==> config.mk <==
export PLATFORM = sky130hd
export DESIGN_NAME = bus_demux1to3
export DESIGN_NICKNAME = d
export VERILOG_FILES = /design/src/rtl/bus_demux1to3.sv
export SDC_FILE = /design/constraint.sdc
export NUM_CORES = 1
export LEC_CHECK = 0
export BUFFER_PORTS_ARGS = -buffer_cell sky130_fd_sc_hd__buf_4
export CORE_ASPECT_RATIO = 0.75
export CORE_MARGIN = 2
export CORE_UTILIZATION = 50
export CTS_BUF_LIST = sky130_fd_sc_hd__clkbuf_8
export CTS_CLUSTER_DIAMETER = 50
export DETAILED_ROUTE_END_ITERATION = 6
export PLACE_DENSITY = 0.8
export SYNTH_ARGS = -nofsm -noshare
export SYNTH_HDL_FRONTEND = slang
export SYNTH_SLANG_ARGS = --single-unit
==> constraint.sdc <==
create_clock -name clk -period 1.85 [get_ports clk]
set_clock_uncertainty 0.2 [all_clocks]
set_input_delay 0 -clock clk [delete_from_list [all_inputs] [get_ports clk]]
set_output_delay 0 -clock clk [all_outputs]
set_load 0.03 [all_outputs]
==> src/rtl/bus_demux1to3.sv <==
// One-to-three bus demultiplexer with a one-entry registered slot per destination.
// Optional macro DEMUX_BROADCAST_EN turns select 2'b11 into a broadcast to all slots.
module bus_demux1to3 #(
    parameter int WIDTH = 16
) (
    input  logic             clk,
    input  logic             rst,
    input  logic [WIDTH-1:0] in_data,
    input  logic [1:0]       in_sel,
    input  logic             in_valid,
    output logic             in_ready,
    output logic [WIDTH-1:0] out_a_data,
    output logic [WIDTH-1:0] out_b_data,
    output logic [WIDTH-1:0] out_c_data,
    output logic             out_a_valid,
    output logic             out_b_valid,
    output logic             out_c_valid,
    input  logic             out_a_ready,
    input  logic             out_b_ready,
    input  logic             out_c_ready,
    output logic             err
);

    // Slot index 0/1/2 maps to destination A/B/C.
    logic [2:0][WIDTH-1:0] data_q;
    logic [2:0][WIDTH-1:0] data_d;
    logic [2:0]            valid_q;
    logic [2:0]            valid_d;
    logic                  err_q;
    logic                  err_d;

    logic [2:0]            out_ready_s;
    logic [2:0]            free_s;
    logic [2:0]            load_s;
    logic                  in_ready_s;
    logic                  accept_s;
`ifndef DEMUX_BROADCAST_EN
    logic                  illegal_s;
`endif

    assign out_ready_s = {out_c_ready, out_b_ready, out_a_ready};
    assign free_s      = ~valid_q | out_ready_s;

    // Input handshake: a word is accepted only when its target slot(s) can take it.
    always_comb begin
        in_ready_s = 1'b0;
        if (rst) begin
            in_ready_s = 1'b0;
        end else begin
            case (in_sel)
                2'b00:   in_ready_s = free_s[0];
                2'b01:   in_ready_s = free_s[1];
                2'b10:   in_ready_s = free_s[2];
`ifdef DEMUX_BROADCAST_EN
                2'b11:   in_ready_s = &free_s;
`else
                2'b11:   in_ready_s = 1'b1;
`endif
                default: in_ready_s = 1'b0;
            endcase
        end
    end

    assign accept_s = in_valid && in_ready_s;

    // Decode which slots load on this edge; an illegal select is swallowed and flagged.
    always_comb begin
        load_s = 3'b000;
`ifndef DEMUX_BROADCAST_EN
        illegal_s = 1'b0;
`endif
        if (accept_s) begin
            case (in_sel)
                2'b00:   load_s = 3'b001;
                2'b01:   load_s = 3'b010;
                2'b10:   load_s = 3'b100;
`ifdef DEMUX_BROADCAST_EN
                2'b11:   load_s = 3'b111;
`else
                2'b11:   illegal_s = 1'b1;
`endif
                default: load_s = 3'b000;
            endcase
        end else begin
            load_s = 3'b000;
        end
    end

    // Next-state for each slot: a load wins over a drain so a slot sustains one word per cycle.
    always_comb begin
        data_d  = data_q;
        valid_d = valid_q;
        for (int i = 0; i < 3; i++) begin
            if (load_s[i]) begin
                data_d[i]  = in_data;
                valid_d[i] = 1'b1;
            end else if (out_ready_s[i]) begin
                valid_d[i] = 1'b0;
            end else begin
                valid_d[i] = valid_q[i];
            end
        end
`ifdef DEMUX_BROADCAST_EN
        err_d = 1'b0;
`else
        err_d = err_q | illegal_s;
`endif
    end

    // State registers with synchronous reset that discards any held words.
    always_ff @(posedge clk) begin
        if (rst) begin
            data_q  <= '0;
            valid_q <= 3'b000;
            err_q   <= 1'b0;
        end else begin
            data_q  <= data_d;
            valid_q <= valid_d;
            err_q   <= err_d;
        end
    end

    assign in_ready    = in_ready_s;
    assign out_a_data  = data_q[0];
    assign out_b_data  = data_q[1];
    assign out_c_data  = data_q[2];
    assign out_a_valid = valid_q[0];
    assign out_b_valid = valid_q[1];
    assign out_c_valid = valid_q[2];
    assign err         = err_q;

endmodule

-- Word-level counts from Yosys, hierarchy flattened
Cells that the tools add are included.
- register bits: 52
- bits in latches: 0
- bits in writable memories: 0
- ROM bits: 0
- input port bits: 24
- output and inout bits: 53
- logic and storage cells: 30
- memories: 0
- add/subtract/negate cells: 0
- $mul: 0
- divide/modulo/power cells: 0
- order comparisons: 0
- equal/unequal tests: 3
- shifts and indexed selects: 0
- mux-type cells: 12
- bitwise logic cells: 3
- reduce and logical (&&, ||, !) cells: 5
- operators by type and width (operator ; count):
    1-bit two-way mux ; 9
    3-bit case mux with 3 select lines ; 1
    2-bit nonzero test ; 3
    2-bit == test, second input constant ; 2
    1-bit case mux with 4 select lines ; 1
    3-bit two-way mux ; 1
    3-bit inverter ; 1
    3-bit bitwise OR ; 1
    2-bit by 1-bit == test with 1-bit output, second input constant ; 1
    2-bit zero test ; 1
    1-bit logical AND ; 1
    1-bit bitwise OR ; 1

-- Logic depth before layout (Yosys ltp)
Gate-level depths: netlist of run 1.
- depth after elaboration: 7
- gate-level depth with buffers: 5
- mapped depth without buffers: 3

-- Worst setup path before layout of run 1
Ideal clock, no wire load.
- path type: register -> register
- start point: register valid_q[1]
- end point: register data_q (netlist bit out_b_data[10])
- arrival: 1.176 ns
- required time: 1.530 ns
- slack: 0.354 ns
- cell stages (with the launch flop): 6
- buffers on the path: 2
- period minus slack after synthesis: 1.496 ns
- path through: dfxtp_1 > nand2b_1 > and3_4 > buf_6 > buf_12 > mux2i_1
- word-level cells in the longest chain between the ends: 6
- RTL lines (item ; line ; RTL):
    start, declared ; 27 ; logic [2:0] valid_q;
    start signal, assigned ; 118 ; valid_q <= valid_d;
    3-bit inverter ; 42 ; assign free_s = ~valid_q | out_ready_s;
    3-bit bitwise OR ; 42 ;
    1-bit case mux with 4 select lines ; 50 ; case (in_sel)
    1-bit two-way mux ; 47 ; if (rst) begin
    1-bit logical AND ; 64 ; assign accept_s = in_valid && in_ready_s;
    3-bit two-way mux ; 72 ; if (accept_s) begin
    end signal, assigned ; 117 ; data_q <= data_d;
    end, declared ; 25 ; logic [2:0][WIDTH-1:0] data_q;
No other way between the ends.
A chain may end at the register's enable or synchronous reset.

-- Worst setup path after layout of run 1
- start point: input port out_a_ready
- end point: output port in_ready
- word-level cells in the longest chain between the ends: 3
- RTL lines (item ; line ; RTL):
    start, declared ; 18 ; input logic out_a_ready,
    3-bit bitwise OR ; 42 ;
    1-bit case mux with 4 select lines ; 50 ;
    1-bit two-way mux ; 47 ;
    end, declared ; 11 ; output logic in_ready,
No other way between the ends.

==> key figures, run 1 <==
Run status
  – Status: finished clean

Global routing
  – Met1 usage: 26.6%
  – Largest net degree at the start of global routing: 70
  – Met3 usage: 6.70%
  – Busiest grt layer: met2
  – Initial antenna violation count: 0
  – Vias in the first global route: 1627
  – Global-route wire length before repair: 7730 um
  – GRT Total Usage: 20.7%
  – GRT met2 Usage: 34.0%
  – GRT Residual Overflow: 0

Setup path
  – Worst endpoint required time: 1.65 ns
  – CP Class: in2out
  – CP Data Arrival Time: 1.31 ns
  – Worst Path Max Fanout: 3
  – Critical path startpoint category: primary input
  – Crit path capture type: output pin

Clocking
  – Post-CTS Hold Buffers: 24
  – Post-CTS setup repair buffer count: 0
  – H-Tree Level Count: 2
  – Clock sink count: 52
  – CTS root buf: clkbuf_8
  – Worst-case clock buffer depth: 2
  – Clock slew at reported path FFs: 0.09 ns
  – Clk Latency, worst-skew pair: 0.29 ns
  – CTS tree: built
  – TritonCTS buffer count: 5
  – Post-CTS Resized: 0

Synthesis
  – Synthesized area per cell: 11.0 um^2
  – Synth Net Count: 219
  – Post-synthesis sequential area ratio: 48.7%
  – Synth Cell Area: 0.00214 mm^2
  – Library cells used by synthesis: 19
  – Yosys reg bits: 52
  – Syn Inst Count: 195
  – Synth warn: 0

STA
  – Period utilization: 81.7%
  – Slew HR: 67.2%
  – Max-slew violation count: 0
  – Setup TNS: 0 ns
  – Final worst setup slack: 0.339 ns
  – Min Tclk post-route: 1.51 ns
  – Peak Freq: 662 MHz
  – Hold Fails Final Rpt: 0
  – Worst Tran Pin Value: 0.493 ns
  – Setup violations, final: 0
  – RSZ-0062 raised after global routing: no

Routing
  – Wire per inst: 13.4 um
  – DRC violations left: 0
  – Vias per cell: 4.75
  – Vias: 1658
  – Pre-antenna DRT Iters: 4
  – Drt initial violations: 54
  – Post-Route WL: 4690 um
  – DRT antenna net count: 0

Run
  – Max-cap viol count: 0

Pwr
  – LEAKAGE: 1.48 nW
  – Power per cell area: 778 mW/mm^2
  – Max VDD drop: 0.531 mV
  – PnR Total Power: 2.39 mW

Place
  – Post-DP HPWL: 3000 um
  – Gpl congestion: 0.725
  – Port bufs: 76
  – Dpl cell area: 0.00271 mm^2
  – Worst slack, placed: 0.535 ns

Layout
  – # diodes: 0
  – Final instance area: 0.00307 mm^2
  – Filler cells: 312
  – Layout cells sized above 1: 30.6%
  – Nets: 317
  – Register area: 0.00104 mm^2
  – Final design utilization: 75.3%
  – Area of the multi-input gates: 991 um^2
  – Area Growth Syn to Fin: 43.7%

Worst hold path
  – Type of the worst min-delay path: reg2reg

Floorplanning
  – Die height: 60.6 um
  – Die footprint: 0.00482 mm^2
  – Core area: 0.00408 mm^2
  – I/O pin cnt: 77
  – Num rows: 20
  – Die X: 79.5 um
  – Initial Util: 52.4%
## registers in the layout, summed over array words and instances (netlist names)
| signal | count |
|---|---|
| err | 1 |
| valid_q | 3 |
| out_c_data | 16 |
| out_a_data | 16 |
| out_b_data | 16 |
## layer usage
| layer | share of wire [%] | up-vias |
|---|---|---|
| met1 | 48 | 754 |
| met4 | 1.3 | 0 |
| met5 | 0 | - |
| met3 | 6.8 | 7 |
| li1 | - | 844 |
| met2 | 44 | 53 |
## through the flow
step                instances  hold WS [ns]
floorplan                 195       -0.0428
global placement          317        0.0722
global route              349         0.302
detailed placement        317        0.0780
CTS                       349         0.281
finish                    349         0.279
## power breakdown
| group | switching (mW) | total, mW | internal, mW |
|---|---|---|---|
| combinational | 0.188 | 0.371 | 0.182 |
| sequential | 0.0226 | 1.18 | 1.16 |
| clock | 0.361 | 0.838 | 0.477 |
## cell type report
type	count	area share, %
tap	55	2.24
timing repair buffer	104	27.4
clock inverter	1	0.978
clock buffer	7	3.14
sequential	52	33.9
multi-input combinational	129	32.3
inverter	1	0.122
## layout by cell type (no fill, tap or decap), drive strengths merged
| cell type | n |
|---|---|
| buf | 80 |
| nand2b | 67 |
| dfxtp | 52 |
| mux2i | 48 |
| dlygate4sd3 | 24 |
| clkbuf | 7 |
| a21oi | 4 |
| nand3b | 2 |
| inv | 1 |
| o211ai | 1 |
| o21ai | 1 |
| nor2b | 1 |
| and3 | 1 |
| nand4b | 1 |
| nand3 | 1 |
| a31oi | 1 |
| nor2 | 1 |
| bufinv | 1 |
## cells by family (layout without fill, tap and decap cells)
family / count (synthesis) / in the layout / synth area share (%)
simple gates: 74 / 74 / 22.1
flops: 52 / 52 / 48.7
compound gates: 7 / 7 / 1.81
mux: 48 / 48 / 22.5
buf+inv: 14 / 113 / 4.97
## Yosys cell counts
cell | n | area [um^2]
clkbuf_1 | 7 | 26.3
nand2b_1 | 67 | 419
a31oi_1 | 1 | 6.26
buf_4 | 1 | 7.51
a21oi_1 | 4 | 20.0
nand3_1 | 1 | 5.00
mux2i_1 | 48 | 480
dfxtp_1 | 52 | 1040
buf_12 | 1 | 20.0
buf_6 | 3 | 33.8
nand4b_1 | 1 | 8.76
nand3b_1 | 2 | 15.0
buf_8 | 1 | 15.0
nor2_1 | 1 | 3.75
o21ai_0 | 1 | 5.00
o211ai_1 | 1 | 7.51
nor2b_2 | 1 | 8.76
and3_4 | 1 | 11.3
inv_1 | 1 | 3.75
## critical path, cell delays in order
cell	delay (ns)
dlygate4sd3_1	0.55
buf_4	0.13
nand2b_1	0.16
o211ai_1	0.16
a21oi_1	0.10
buf_4	0.20
## worst paths after layout
check	from	endpoint	slack (ns)	cells after the start
setup / recovery	out_a_ready	in_ready	0.34	6
hold reg to reg	out_c_data[1]	out_c_data[1]	0.28	2
hold / removal	out_c_data[1]	out_c_data[1]	0.28	2
setup reg to reg	err	err	0.49	3
Power figures use the tool's default switching activity.
==> run 2, diff against run 1 <==
clock period = 1.55 ns   (was 1.85 ns; I/O delays follow)
==> run 2 against run 1 <==
  * The flow now finishes with violations (negative hold slack)
  * Register-to-register slack worse by 0.26 ns
  * Clock-buffer cell count is 1 lower
  * Hold slack worse by 0.29 ns
  * Cell count is 0.29% lower
  * Via count is 0.90% higher
  * Combinational power is 19% higher
  * Non-clock buffer count is 1 lower
  * Largest cell class unchanged
  * Highest routed layer unchanged
==> key figures, run 2 (synthesis gave the netlist of run 1 again) <==
Global routing
  – Vias in the first global route: 1621
  – Global-route wire length before repair: 7360 um
  – GRT Total Usage: 19.8%
  – GRT Residual Overflow: 0
  – Largest net degree at the start of global routing: 70
  – Initial antenna violation count: 0

Layout
  – Most common cell after layout, fill and taps aside: buf_4
  – Commonest cells after routing, fill and taps aside: 79 x buf_4, 66 x nand2b_1, 52 x dfxtp_1
  – # diodes: 0
  – Layout Cells excl Fill: 348
  – Nets: 316
  – Layout cells sized above 1: 30.4%
  – Final instance area: 0.00304 mm^2
  – Area Growth Syn to Fin: 42.1%

STA
  – Max-slew violation count: 0
  – Worst Tran Pin Value: 0.356 ns
  – Period utilization: 93.5%
  – Min Tclk post-route: 1.45 ns
  – RSZ-0062 raised after global routing: no
  – Peak Freq: 690 MHz
  – Setup TNS: 0 ns
  – Setup violations, final: 0
  – Hold Fails Final Rpt: 1
  – Slew HR: 76.3%
  – Hold Slack: -0.0126 ns

Setup path
  – Worst Path Max Fanout: 8
  – Worst endpoint required time: 1.35 ns
  – RR Startpoint: valid_q[1]
  – CP Class: in2out
  – Crit path capture type: output pin
  – Critical path startpoint category: primary input
  – CP Data Arrival Time: 1.25 ns
  – CP startpoint: in_sel[0]

Routing
  – Pre-antenna DRT Iters: 4
  – Post-Route WL: 4640 um
  – DRC violations left: 0
  – Drt initial violations: 69
  – Vias: 1673
  – Vias per cell: 4.81
  – Wire per inst: 13.3 um
  – DRT antenna net count: 0

Floorplanning
  – Die X: 79.5 um
  – Die footprint: 0.00482 mm^2
  – Core area: 0.00408 mm^2
  – Num rows: 20
  – Die height: 60.6 um
  – Initial Util: 52.4%
  – I/O pin cnt: 77

Run status
  – Failing checks: negative hold slack
  – Status: finished, violations left

Pwr
  – Internal Power: 1.95 mW
  – Combinational Power Share: 16.9%
  – LEAKAGE: 1.48 nW
  – Net switching power: 663 uW
  – Max VDD drop: 0.640 mV
  – Sequential power share: 53.9%
  – Power share of the clock group: 29.2%
  – Sw frac: 25.3%
  – Power per cell area: 860 mW/mm^2

Worst hold path
  – Type of the worst min-delay path: in2reg
  – Min-delay src: out_a_ready

Clocking
  – Post-CTS setup repair buffer count: 0
  – TritonCTS buffer count: 5
  – Clock sink count: 52
  – Worst-case clock buffer depth: 2
  – CTS root buf: clkbuf_8
  – Clk Latency, worst-skew pair: 0.30 ns
  – H-Tree Level Count: 2
  – Clock slew at reported path FFs: 0.09 ns
  – CTS tree: built

Place
  – Port bufs: 76
  – DP Cell Count: 317
  – Post-DP HPWL: 3010 um
  – Gpl congestion: 0.725
  – Dpl cell area: 0.00271 mm^2

Run
  – Max-cap viol count: 0
[run 2: critical path, cell delays in order]
cell	delay (ns)
dlygate4sd3_1	0.54
buf_4	0.16
nand3b_1	0.08
o211ai_1	0.09
a21oi_1	0.19
buf_4	0.19
[run 2: timing repair]
item,4_1_cts,5_1_grt
setup endpoints to repair,0,2
hold endpoints to repair,52,0
hold buffers,24,0
gates resized for setup,0,4
[run 2: final cells by class]
| type | instances | area (um^2) |
|---|---|---|
| sequential | 52 | 1040 |
| clock inverter | 2 | 7.51 |
| tap | 55 | 68.8 |
| timing repair buffer | 103 | 837 |
| inverter | 1 | 3.75 |
| clock buffer | 6 | 82.6 |
| multi-input combinational | 129 | 998 |
| fill | 311 | 1040 |
[run 2: path summary, 6_finish.rpt]
kind / slack, ns / depth (start not counted) / to
max reg2reg: 0.23 / 3 / out_b_data[2]
min: -0.01 / 4 / valid_q[0]
max: 0.10 / 6 / in_ready
min reg2reg: 0.28 / 2 / out_c_data[1]
[run 2: power groups by stage]
stage	sequential [mW]	clock [mW]	combinational [mW]
after floorplan	1.53	0	0.156
after global placement	1.44	0	0.389
after detailed placement	1.44	0	0.393
after CTS	1.41	0.778	0.442
after global routing	1.42	0.826	0.473
final	1.41	0.762	0.443
[run 2: per-layer routing]
metal	vias to the layer above	routed length (um)	track usage [%]
met3	7	328	5.95
met2	57	2010	32.1
met5	-	0	0
met1	775	2240	25.7
li1	834	-	-
met4	0	55	6.40
[run 2: stage by stage]
step / setup slack [ns] / total power, mW / hold WS [ns] / utilization [%]
after floorplan: 0.0541 / 1.69 / -0.0428 / -
after CTS: 0.0641 / 2.63 / 0.280 / 74.4
after detailed placement: 0.227 / 1.83 / 0.0947 / 66.3
after global placement: 0.312 / 1.83 / 0.0725 / 66.3
final: 0.101 / 2.62 / -0.0126 / 74.5
after global routing: 0.0257 / 2.71 / -0.000161 / 74.5
==> run 3, diff against run 2 <==
clock period = 1.7 ns   (was 1.55 ns; I/O delays follow)
==> run 3 against run 2 <==
  * The run now ends clean
  * Sequential share of layout area is 0.15 points lower
  * Largest cell class unchanged
  * Critical endpoint unchanged
  * Flip-flop and latch count unchanged
  * Core utilization up 0.34 points
==> key figures, run 3 (synthesis gave the netlist of run 1 again) <==
Floorplanning
  – Initial Util: 52.4%
  – Die height: 60.6 um
  – Core area: 0.00408 mm^2
  – I/O pin cnt: 77
  – Die X: 79.5 um
  – Die footprint: 0.00482 mm^2
  – Num rows: 20

Setup path
  – CP Data Arrival Time: 1.30 ns
  – CP startpoint: out_a_ready
  – RR Startpoint: err
  – CP max stage cell: dlygate4sd3_1
  – Worst endpoint required time: 1.50 ns
  – Crit path capture type: output pin
  – Critical path startpoint category: primary input
  – CP Class: in2out
  – Critical Path, Cell by Cell: dlygate4sd3_1 -> buf_4 -> nand2b_1 -> o211ai_1 -> a21oi_1 -> buf_4
  – Slowest cell delay on critical path: 0.55 ns
  – Worst Path Max Fanout: 3
  – Most used cell, CP: buf_4

STA
  – Setup violations, final: 0
  – Hold Slack: 0.275 ns
  – Worst Tran Pin Value: 0.489 ns
  – Final worst setup slack: 0.204 ns
  – Max-slew violation count: 0
  – RSZ-0062 raised after global routing: no
  – Hold Fails Final Rpt: 0
  – Peak Freq: 668 MHz
  – Min Tclk post-route: 1.50 ns
  – Slew HR: 67.4%
  – Period utilization: 88.0%
  – Setup TNS: 0 ns

Place
  – Worst slack, placed: 0.385 ns
  – Port bufs: 76
  – Dpl cell area: 0.00271 mm^2
  – Gpl congestion: 0.724
  – Post-DP HPWL: 3000 um

Pwr
  – Max VDD drop: 0.616 mV
  – Power per cell area: 817 mW/mm^2
  – PnR Total Power: 2.50 mW
  – LEAKAGE: 1.47 nW

Routing
  – Wire per inst: 13.1 um
  – DRT antenna net count: 0
  – Vias: 1647
  – Vias per cell: 4.72
  – Drt initial violations: 65
  – Post-Route WL: 4580 um
  – DRC violations left: 0
  – Pre-antenna DRT Iters: 4

Worst hold path
  – Min-delay src: out_b_data[9]
  – Type of the worst min-delay path: reg2reg

Global routing
  – GRT Residual Overflow: 0
  – Global-route wire length before repair: 7340 um
  – Initial antenna violation count: 0
  – GRT Total Usage: 19.8%
  – Vias in the first global route: 1610
  – Largest net degree at the start of global routing: 70

Run
  – Max-cap viol count: 0

Layout
  – Nets: 317
  – Final instance area: 0.00305 mm^2
  – # diodes: 0
  – Layout cells sized above 1: 30.3%
  – Commonest cells after routing, fill and taps aside: 80 x buf_4, 67 x nand2b_1, 52 x dfxtp_1
  – Area Growth Syn to Fin: 42.8%
  – Most common cell after layout, fill and taps aside: buf_4

Clocking
  – Post-CTS Hold Buffers: 24
  – Post-CTS Resized: 0
  – Clock sink count: 52
  – Worst-case clock buffer depth: 2
  – Clk Latency, worst-skew pair: 0.29 ns
  – TritonCTS buffer count: 5
  – Post-CTS setup repair buffer count: 0
  – CTS root buf: clkbuf_8
  – Clock slew at reported path FFs: 0.09 ns
  – H-Tree Level Count: 2
  – CTS tree: built

Run status
  – Status: finished clean
run 3: changes by cell type in the layout (fill, tap and decap cells not counted):
cell / change
nand2b_1: +1
dlymetal6s4s_1: -1
bufinv_16: +1
nand2b_4: -1
o21ai_0: +1
clkbuf_8: -1
buf_4: +1
dlygate4sd3_1: +2
clkinv_2: +1
buf_6: -1
o21ai_1: -1
inv_1: -1
run 3: cell type report:
class                      instances  area [um^2]
multi-input combinational        129          991
sequential                        52         1040
tap                               55         68.8
fill                             310         1030
inverter                           1         3.75
clock inverter                     3         38.8
clock buffer                       5         68.8
timing repair buffer             104          841
run 3: critical path, delay by kind of cell:
kind,cells,cell delay [ns]
AOI/OAI and AO/OA,2,0.26
buffers and inverters,3,0.87
and+or+nand+nor,1,0.17
run 3: report_power, final:
part	switching, mW	internal (mW)	total [mW]
logic	0.204	0.198	0.402
clock network	0.377	0.431	0.809
registers	0.0239	1.26	1.28
run 3: path summary, 6_finish.rpt:
path              slack [ns]  cells past startpoint             to
setup / recovery        0.20                      6       in_ready
setup reg to reg        0.33                      3            err
hold reg to reg         0.28                      2  out_b_data[9]
hold / removal          0.28                      2  out_b_data[9]
run 3: layer usage:
| metal | vias up | global-route usage [%] | wire (um) | part of all wire (%) |
|---|---|---|---|---|
| met4 | 0 | 7.64 | 46 | 1.0 |
| met3 | 7 | 5.95 | 326 | 7.1 |
| met2 | 54 | 31.7 | 1980 | 43 |
| met5 | - | 0 | 0 | 0 |
| li1 | 840 | - | - | - |
| met1 | 746 | 25.7 | 2230 | 49 |
run 3: through the flow:
step	instances	util, %
floorplan	195	-
global placement	317	66.3
detailed placement	317	66.3
CTS	349	74.8
global route	349	74.8
finish	349	74.8
